$ cat config.mk
export PLATFORM = sky130hd
export DESIGN_NAME = decode_imm_ctrl_flat
export DESIGN_NICKNAME = d
export VERILOG_FILES = /design/src/rtl/decode_imm_ctrl_if.sv /design/src/rtl/decode_imm_ctrl.sv /design/src/flat_wrapper.sv
export SDC_FILE = /design/constraint.sdc
export NUM_CORES = 1
export LEC_CHECK = 0
export ABC_CLOCK_PERIOD_IN_PS = 2250
export BUFFER_PORTS_ARGS = -buffer_cell sky130_fd_sc_hd__clkbuf_2
export CAP_MARGIN = 20
export CORE_MARGIN = 2
export CORE_UTILIZATION = 30
export CTS_BUF_LIST = sky130_fd_sc_hd__clkbuf_16
export CTS_CLUSTER_SIZE = 25
export DETAILED_ROUTE_END_ITERATION = 10
export PLACE_DENSITY = 0.58
export RECOVER_POWER = 100
export SYNTH_ARGS = -nofsm -noshare
export SYNTH_HDL_FRONTEND = slang
export SYNTH_SLANG_ARGS = --single-unit
$ cat constraint.sdc
create_clock -name clk_i -period 2.25 [get_ports clk_i]
set_input_delay 0.225 -clock clk_i [delete_from_list [all_inputs] [get_ports clk_i]]
set_output_delay 0.225 -clock clk_i [all_outputs]
set_load 0.03 [all_outputs]
$ cat src/rtl/decode_imm_ctrl_if.sv
// Fetch-to-execute bundle for the immediate decode stage.
// The slave view belongs to the decoder; the master view drives it.
interface decode_imm_ctrl_if #(
  parameter int CNT_W = 16
);
  logic             instr_valid_i;
  logic [31:0]      instr_rdata_i;
  logic [31:0]      instr_pc_i;
  logic             instr_ready_o;
  logic             imm_valid_o;
  logic             imm_ready_i;
  logic [31:0]      imm_o;
  logic [2:0]       imm_type_o;
  logic [31:0]      pc_o;
  logic             illegal_o;
  logic [31:0]      err_pc_o;
  logic             err_ack_i;
  logic             flush_i;
  logic [CNT_W-1:0] dec_cnt_o;

  modport slave (
    input  instr_valid_i, instr_rdata_i, instr_pc_i,
    input  imm_ready_i, err_ack_i, flush_i,
    output instr_ready_o, imm_valid_o, imm_o, imm_type_o,
    output pc_o, illegal_o, err_pc_o, dec_cnt_o
  );

  modport master (
    output instr_valid_i, instr_rdata_i, instr_pc_i,
    output imm_ready_i, err_ack_i, flush_i,
    input  instr_ready_o, imm_valid_o, imm_o, imm_type_o,
    input  pc_o, illegal_o, err_pc_o, dec_cnt_o
  );
endinterface

$ cat src/rtl/decode_imm_ctrl.sv
// Immediate decode stage: one-entry skid holding the decoded
// immediate, with an illegal-opcode trap state and handshake counter.
module decode_imm_ctrl #(
  parameter int CNT_W = 16
) (
  input  logic             clk_i,
  input  logic             rst_ni,
  decode_imm_ctrl_if.slave bus
);

  typedef enum logic [1:0] {
    IDLE  = 2'd0,
    VALID = 2'd1,
    ERR   = 2'd2
  } state_e;

  localparam logic [2:0] T_NONE = 3'd0;
  localparam logic [2:0] T_I    = 3'd1;
  localparam logic [2:0] T_S    = 3'd2;
  localparam logic [2:0] T_B    = 3'd3;
  localparam logic [2:0] T_U    = 3'd4;
  localparam logic [2:0] T_J    = 3'd5;
  localparam logic [2:0] T_ZIMM = 3'd6;

  state_e           state_q, state_d;
  logic [31:0]      imm_q, pc_q, err_pc_q;
  logic [2:0]       type_q;
  logic [CNT_W-1:0] cnt_q;

  logic [31:0] ins;
  logic [31:0] dec_imm;
  logic [2:0]  dec_type;
  logic        dec_ill;
  logic        sgn;
  logic        accept;
  logic        hs;

  assign ins = bus.instr_rdata_i;
  assign sgn = ins[31];

  always_comb begin
    dec_type = T_NONE;
    dec_ill  = 1'b0;
    case (ins[6:0])
      7'b0010011,
      7'b0000011,
      7'b1100111,
      7'b0001111: dec_type = T_I;
      7'b0100011: dec_type = T_S;
      7'b1100011: dec_type = T_B;
      7'b0110111,
      7'b0010111: dec_type = T_U;
      7'b1101111: dec_type = T_J;
      7'b0110011: dec_type = T_NONE;
      7'b1110011: begin
        case (ins[14:12])
          3'b000:  dec_type = T_NONE;
          3'b001,
          3'b010,
          3'b011:  dec_type = T_I;
          3'b100:  dec_ill  = 1'b1;
          default: dec_type = T_ZIMM;
        endcase
      end
      default: dec_ill = 1'b1;
    endcase
  end

  always_comb begin
    dec_imm = 32'b0;
    unique case (1'b1)
      dec_type == T_I:
        dec_imm = {{20{sgn}}, ins[31:20]};
      dec_type == T_S:
        dec_imm = {{20{sgn}}, ins[31:25], ins[11:7]};
      dec_type == T_B:
        dec_imm = {{19{sgn}}, ins[31], ins[7],
                   ins[30:25], ins[11:8], 1'b0};
      dec_type == T_U:
        dec_imm = {ins[31:12], 12'b0};
      dec_type == T_J:
        dec_imm = {{12{sgn}}, ins[19:12], ins[20],
                   ins[30:21], 1'b0};
      dec_type == T_ZIMM:
        dec_imm = {27'b0, ins[19:15]};
      default: dec_imm = 32'b0;
    endcase
  end

  assign accept = bus.instr_valid_i && bus.instr_ready_o
                  && !bus.flush_i;
  assign hs     = bus.imm_valid_o && bus.imm_ready_i;

  always_ff @(posedge clk_i or negedge rst_ni) begin
    if (!rst_ni) state_q <= IDLE;
    else         state_q <= state_d;
  end

  always_comb begin
    state_d = state_q;
    if (bus.flush_i) begin
      state_d = IDLE;
    end else begin
      unique case (state_q)
        IDLE: begin
          if (accept) state_d = dec_ill ? ERR : VALID;
        end
        VALID: begin
          if (accept)               state_d = dec_ill ? ERR : VALID;
          else if (bus.imm_ready_i) state_d = IDLE;
        end
        ERR: begin
          if (bus.err_ack_i) state_d = IDLE;
        end
        default: state_d = IDLE;
      endcase
    end
  end

  always_comb begin
    bus.instr_ready_o = 1'b0;
    bus.imm_valid_o   = 1'b0;
    bus.illegal_o     = 1'b0;
    unique case (state_q)
      IDLE:  bus.instr_ready_o = 1'b1;
      VALID: begin
        bus.instr_ready_o = bus.imm_ready_i;
        bus.imm_valid_o   = 1'b1;
      end
      ERR:   bus.illegal_o = 1'b1;
      default: ;
    endcase
  end

  always_ff @(posedge clk_i or negedge rst_ni) begin
    if (!rst_ni) begin
      imm_q    <= '0;
      type_q   <= T_NONE;
      pc_q     <= '0;
      err_pc_q <= '0;
    end else if (accept) begin
      if (dec_ill) begin
        err_pc_q <= bus.instr_pc_i;
      end else begin
        imm_q  <= dec_imm;
        type_q <= dec_type;
        pc_q   <= bus.instr_pc_i;
      end
    end
  end

  // Counts even in a flush cycle: the consumer already took the result.
  always_ff @(posedge clk_i or negedge rst_ni) begin
    if (!rst_ni)  cnt_q <= '0;
    else if (hs)  cnt_q <= cnt_q + CNT_W'(1);
  end

  assign bus.imm_o      = imm_q;
  assign bus.imm_type_o = type_q;
  assign bus.pc_o       = pc_q;
  assign bus.err_pc_o   = err_pc_q;
  assign bus.dec_cnt_o  = cnt_q;

endmodule

$ cat src/flat_wrapper.sv
// flat-port wrapper written by rule: the top's interface ports become plain ports
module decode_imm_ctrl_flat 
#(
  parameter int CNT_W = 16
)
  (clk_i, rst_ni, bus_instr_valid_i, bus_instr_rdata_i, bus_instr_pc_i, bus_imm_ready_i, bus_err_ack_i, bus_flush_i, bus_instr_ready_o, bus_imm_valid_o, bus_imm_o, bus_imm_type_o, bus_pc_o, bus_illegal_o, bus_err_pc_o, bus_dec_cnt_o);
  decode_imm_ctrl_if #(.CNT_W(CNT_W)) bus_i ();
  input  logic clk_i;
  input  logic rst_ni;
  input wire logic [$bits(bus_i.instr_valid_i)-1:0] bus_instr_valid_i;
  input wire logic [$bits(bus_i.instr_rdata_i)-1:0] bus_instr_rdata_i;
  input wire logic [$bits(bus_i.instr_pc_i)-1:0] bus_instr_pc_i;
  input wire logic [$bits(bus_i.imm_ready_i)-1:0] bus_imm_ready_i;
  input wire logic [$bits(bus_i.err_ack_i)-1:0] bus_err_ack_i;
  input wire logic [$bits(bus_i.flush_i)-1:0] bus_flush_i;
  output wire logic [$bits(bus_i.instr_ready_o)-1:0] bus_instr_ready_o;
  output wire logic [$bits(bus_i.imm_valid_o)-1:0] bus_imm_valid_o;
  output wire logic [$bits(bus_i.imm_o)-1:0] bus_imm_o;
  output wire logic [$bits(bus_i.imm_type_o)-1:0] bus_imm_type_o;
  output wire logic [$bits(bus_i.pc_o)-1:0] bus_pc_o;
  output wire logic [$bits(bus_i.illegal_o)-1:0] bus_illegal_o;
  output wire logic [$bits(bus_i.err_pc_o)-1:0] bus_err_pc_o;
  output wire logic [$bits(bus_i.dec_cnt_o)-1:0] bus_dec_cnt_o;
  assign bus_i.instr_valid_i = bus_instr_valid_i;
  assign bus_i.instr_rdata_i = bus_instr_rdata_i;
  assign bus_i.instr_pc_i = bus_instr_pc_i;
  assign bus_i.imm_ready_i = bus_imm_ready_i;
  assign bus_i.err_ack_i = bus_err_ack_i;
  assign bus_i.flush_i = bus_flush_i;
  assign bus_instr_ready_o = bus_i.instr_ready_o;
  assign bus_imm_valid_o = bus_i.imm_valid_o;
  assign bus_imm_o = bus_i.imm_o;
  assign bus_imm_type_o = bus_i.imm_type_o;
  assign bus_pc_o = bus_i.pc_o;
  assign bus_illegal_o = bus_i.illegal_o;
  assign bus_err_pc_o = bus_i.err_pc_o;
  assign bus_dec_cnt_o = bus_i.dec_cnt_o;
  decode_imm_ctrl #(.CNT_W(CNT_W)) u_core (.clk_i(clk_i), .rst_ni(rst_ni), .bus(bus_i));
endmodule
==> key figures <==
Place
  • GPL Wtd Cong: around 0.89
  • Total half-perimeter wirelength after legalization and detailed placement: around 11 mm
  • IO buf count: 187

Timing
  • RSZ-0062 raised after global routing: no
  • Max Fclk: ~490 MHz
  • Worst Clk Skew: ~0.0086 ns
  • Final worst path period need: just over 2 ns
  • Slew margin rel.: 0.392
  • Crit share post-route: 0.909
  • Worst-margin pin slew: slightly above 0.9 ns
  • Final Max Slew Viols: 0
  • Number of failing hold endpoints at the final stage: 0
  • Setup violation total in the final timing report: 0
  • Setup tns final: 0 ns

Worst setup path
  • Class of the most critical setup path: reg -> reg
  • Number of cells on the worst reg-to-reg path: 6
  • Critical-path top delay cell: sky130_fd_sc_hd__or3_2
  • Worst EP arrival: 2.34 ns
  • Total stage count of the critical path: 6
  • Data required time of the worst path: 2.55 ns
  • Critical path's top delay family: simple AND/OR/NAND/NOR gates
  • Buf+Inv Stages, Crit Path: 2
  • R2R Path Start: u_core.state_q[1]
  • Startpoint of the worst setup timing path: u_core.state_q[1]
  • Largest stage delay on the critical path: roughly 0.58 ns
  • Critical Path, Cell by Cell: inv_1, o21a_1, nand3b_1, or3_2, buf_4, o31ai_1
  • Crit path capture type: register
  • CP startpoint kind: register
  • Maximum net fanout on the critical path: 23

Synthesis
  • Top area cells in the synthesized netlist: sky130_fd_sc_hd__dfrtp_1 (56%), sky130_fd_sc_hd__mux2_2 (13%), sky130_fd_sc_hd__o31ai_1 (6.8%), sky130_fd_sc_hd__a211oi_1 (2.7%), sky130_fd_sc_hd__xnor2_1 (1.7%)
  • Flops & latches, synth: between 100 and 150
  • Post-synthesis sequential area ratio: 0.562
  • Post-Synthesis Cell Area: 5210 um^2
  • Fraction of synthesis flops using an asynchronous set or reset pin: 1.00
  • EDFF count, synth: 0
  • Yosys warning count: 0
  • Most used DFF post-synth: sky130_fd_sc_hd__dfrtp_1
  • Average cell area after synthesis: between 10 and 15 um^2
  • Top cell type by total area after synthesis: sky130_fd_sc_hd__dfrtp_1
  • Number of distinct library cells after synthesis: 56
  • Number of cells produced by synthesis: 410
  • Area share of the largest cell type after synthesis: 0.562
  • Synth Net Count: 481

Min path
  • Class of the worst hold path: in -> reg
  • Hold path startpoint: bus_flush_i
  • Number of stages on the worst hold path: 2

Global route
  • All-Layer GR Usage: 0.163
  • Maximum number of pins on one net before global-route repair: 55
  • Wire length of the first global-routing pass: ~23 mm
  • Antenna violations before repair: 0
  • Global route overflow: 0
  • Vias in the first global route: between 4000 and 5000

Floorplan
  • Horizontal extent of the die: 136 um
  • Initial Utilization: 0.304
  • Cell row count: 48
  • Die area: roughly 18000 um^2
  • Ports placed on the boundary: between 150 and 200
  • Core area: ~17000 um^2
  • Die height: roughly 140 um

Finish
  • Final Net Count: slightly below 700
  • Share of layout cells above drive strength 1: 0.297
  • Count of antenna diodes in the layout: 0
  • Share of the core filled with cells in the final layout: 0.404
  • Area grow syn2layout: 32.7%

Route
  • Via count: between 4000 and 5000
  • Number of routed nets with antenna violations: 0
  • DRC violation count after routing: 0
  • DR iter-0 viols: ~260
  • Routed length per instance: ~17 um
  • Drt total wl: approximately 15 mm
  • First-pass iteration count of the detailed router: 4
  • Via-to-Cell Ratio: 5.03

Power
  • Total power: 6.57 mW
  • Worst IR drop on VDD: 0.000614 V
  • Leak: a little over 3 nW
  • Cell Pwr Density: around 950 nW/um^2

Clocking
  • Register clock-pin slew on the reported worst setup and hold paths: around 0.050 ns
  • Inserted Clock Buffers: 17
  • Number of buffers on the longest clock path: 2
  • TritonCTS clock tree: done
  • Total number of clock tree sinks: approximately 120
  • Clock latency on the worst-skew pair: between 0.4 and 0.5 ns
  • CTS Root Buffer Type: sky130_fd_sc_hd__clkbuf_16
  • # H-tree levels: 4

Run status
  • Status: complete, no violations

Flow run
  • Number of max-cap violations: 0
[report_power, final]
group | switching, mW | internal (mW) | total (mW)
logic | 1.01 | 0.421 | 1.43
registers | 0.162 | 2.40 | 2.56
clock network | 0.894 | 1.68 | 2.58
total | 2.07 | 4.50 | 6.57
[synthesized netlist by cell type, drive strengths merged, types with 2 or more instances]
master,instances
a2111oi,3
a211oi,20
a21oi,2
a222oi,5
a22o,6
and2,2
and3,2
buf,18
clkbuf,13
dfrtp,117
inv,7
mux2,66
nand2,12
nand3,10
nand3b,2
nand4,4
nor2,15
nor2b,3
nor3,4
nor4,2
o21ai,9
o31ai,47
o41ai,2
or3,2
or3b,2
xnor2,10
xor2,5
[kinds of logic after synthesis]
kind of cell / after synthesis / synth area share
AO/OA/AOI/OAI: 105 / 0.162
buffers and inverters: 38 / 0.0339
adder cells (fa/ha/maj): 1 / 0.00240
AND/OR/NAND/NOR: 68 / 0.0709
multiplexers: 66 / 0.143
flip-flops: 117 / 0.562
XOR/XNOR: 15 / 0.0252
[layout by cell type (no fill, tap or decap), drive strengths merged, types with 10 or more instances in the layout]
cell type	instances
nor2	15
dfrtp	117
xnor2	10
nand2	12
buf	20
inv	11
clkbuf	207
mux2	66
o31ai	47
nand3	10
a211oi	20
[worst paths after layout]
| path | to | slack, ns |
|---|---|---|
| max in group asynchronous | u_core.bus.pc_o[14] | 0.41 |
| hold / removal | u_core.state_q[0] | 0.02 |
| min in group asynchronous | u_core.bus.imm_o[30] | 0.48 |
| hold reg to reg | u_core.bus.dec_cnt_o[15] | 0.49 |
| setup / recovery | u_core.bus.imm_o[24] | 0.21 |
| setup reg to reg | u_core.bus.imm_o[24] | 0.21 |
[state kept, by name, indices dropped and copies added, names as in the netlist]
name / count
u_core.bus.imm_o: 32
u_core.bus.err_pc_o: 32
u_core.bus.dec_cnt_o: 16
u_core.bus.imm_type_o: 3
u_core.bus.pc_o: 32
u_core.state_q: 2
[per-layer routing]
metal	vias to the layer above	GRT usage	wire [um]
met5	-	0	0
met4	0	0.0590	331
met3	26	0.0640	1160
met2	156	0.264	7130
met1	2118	0.198	6120
li1	1954	-	-
[final cells by class]
| type | instances | area (um^2) |
|---|---|---|
| fillers | 1743 | 10200 |
| flip-flops and latches | 117 | 2930 |
| multi-input cells | 255 | 2110 |
| repair buffers | 212 | 1020 |
| clock buffers | 17 | 425 |
| well taps | 225 | 282 |
| clock inverters | 12 | 125 |
| inverters | 7 | 26.3 |
[per-stage QoR]
stage               hold WS [ns]  cell area [um^2]  instances  worst slack [ns]
floorplan                -0.0706              5210        410            0.0961
global placement           0.219              6520        814             0.114
detailed placement         0.225              6520        814             0.106
CTS                      0.00135              7090        845             0.144
global route             0.00524              6910        845             0.103
finish                    0.0202              6910        845             0.206
[repair_timing]
| action | CTS | global route |
|---|---|---|
| hold buffers | 2 | 0 |
| hold endpoints to repair | 36 | 0 |
| buffers inserted | 0 | 0 |
| resized for setup | 0 | 0 |
Note: power is estimated with default switching activity, not from simulation.
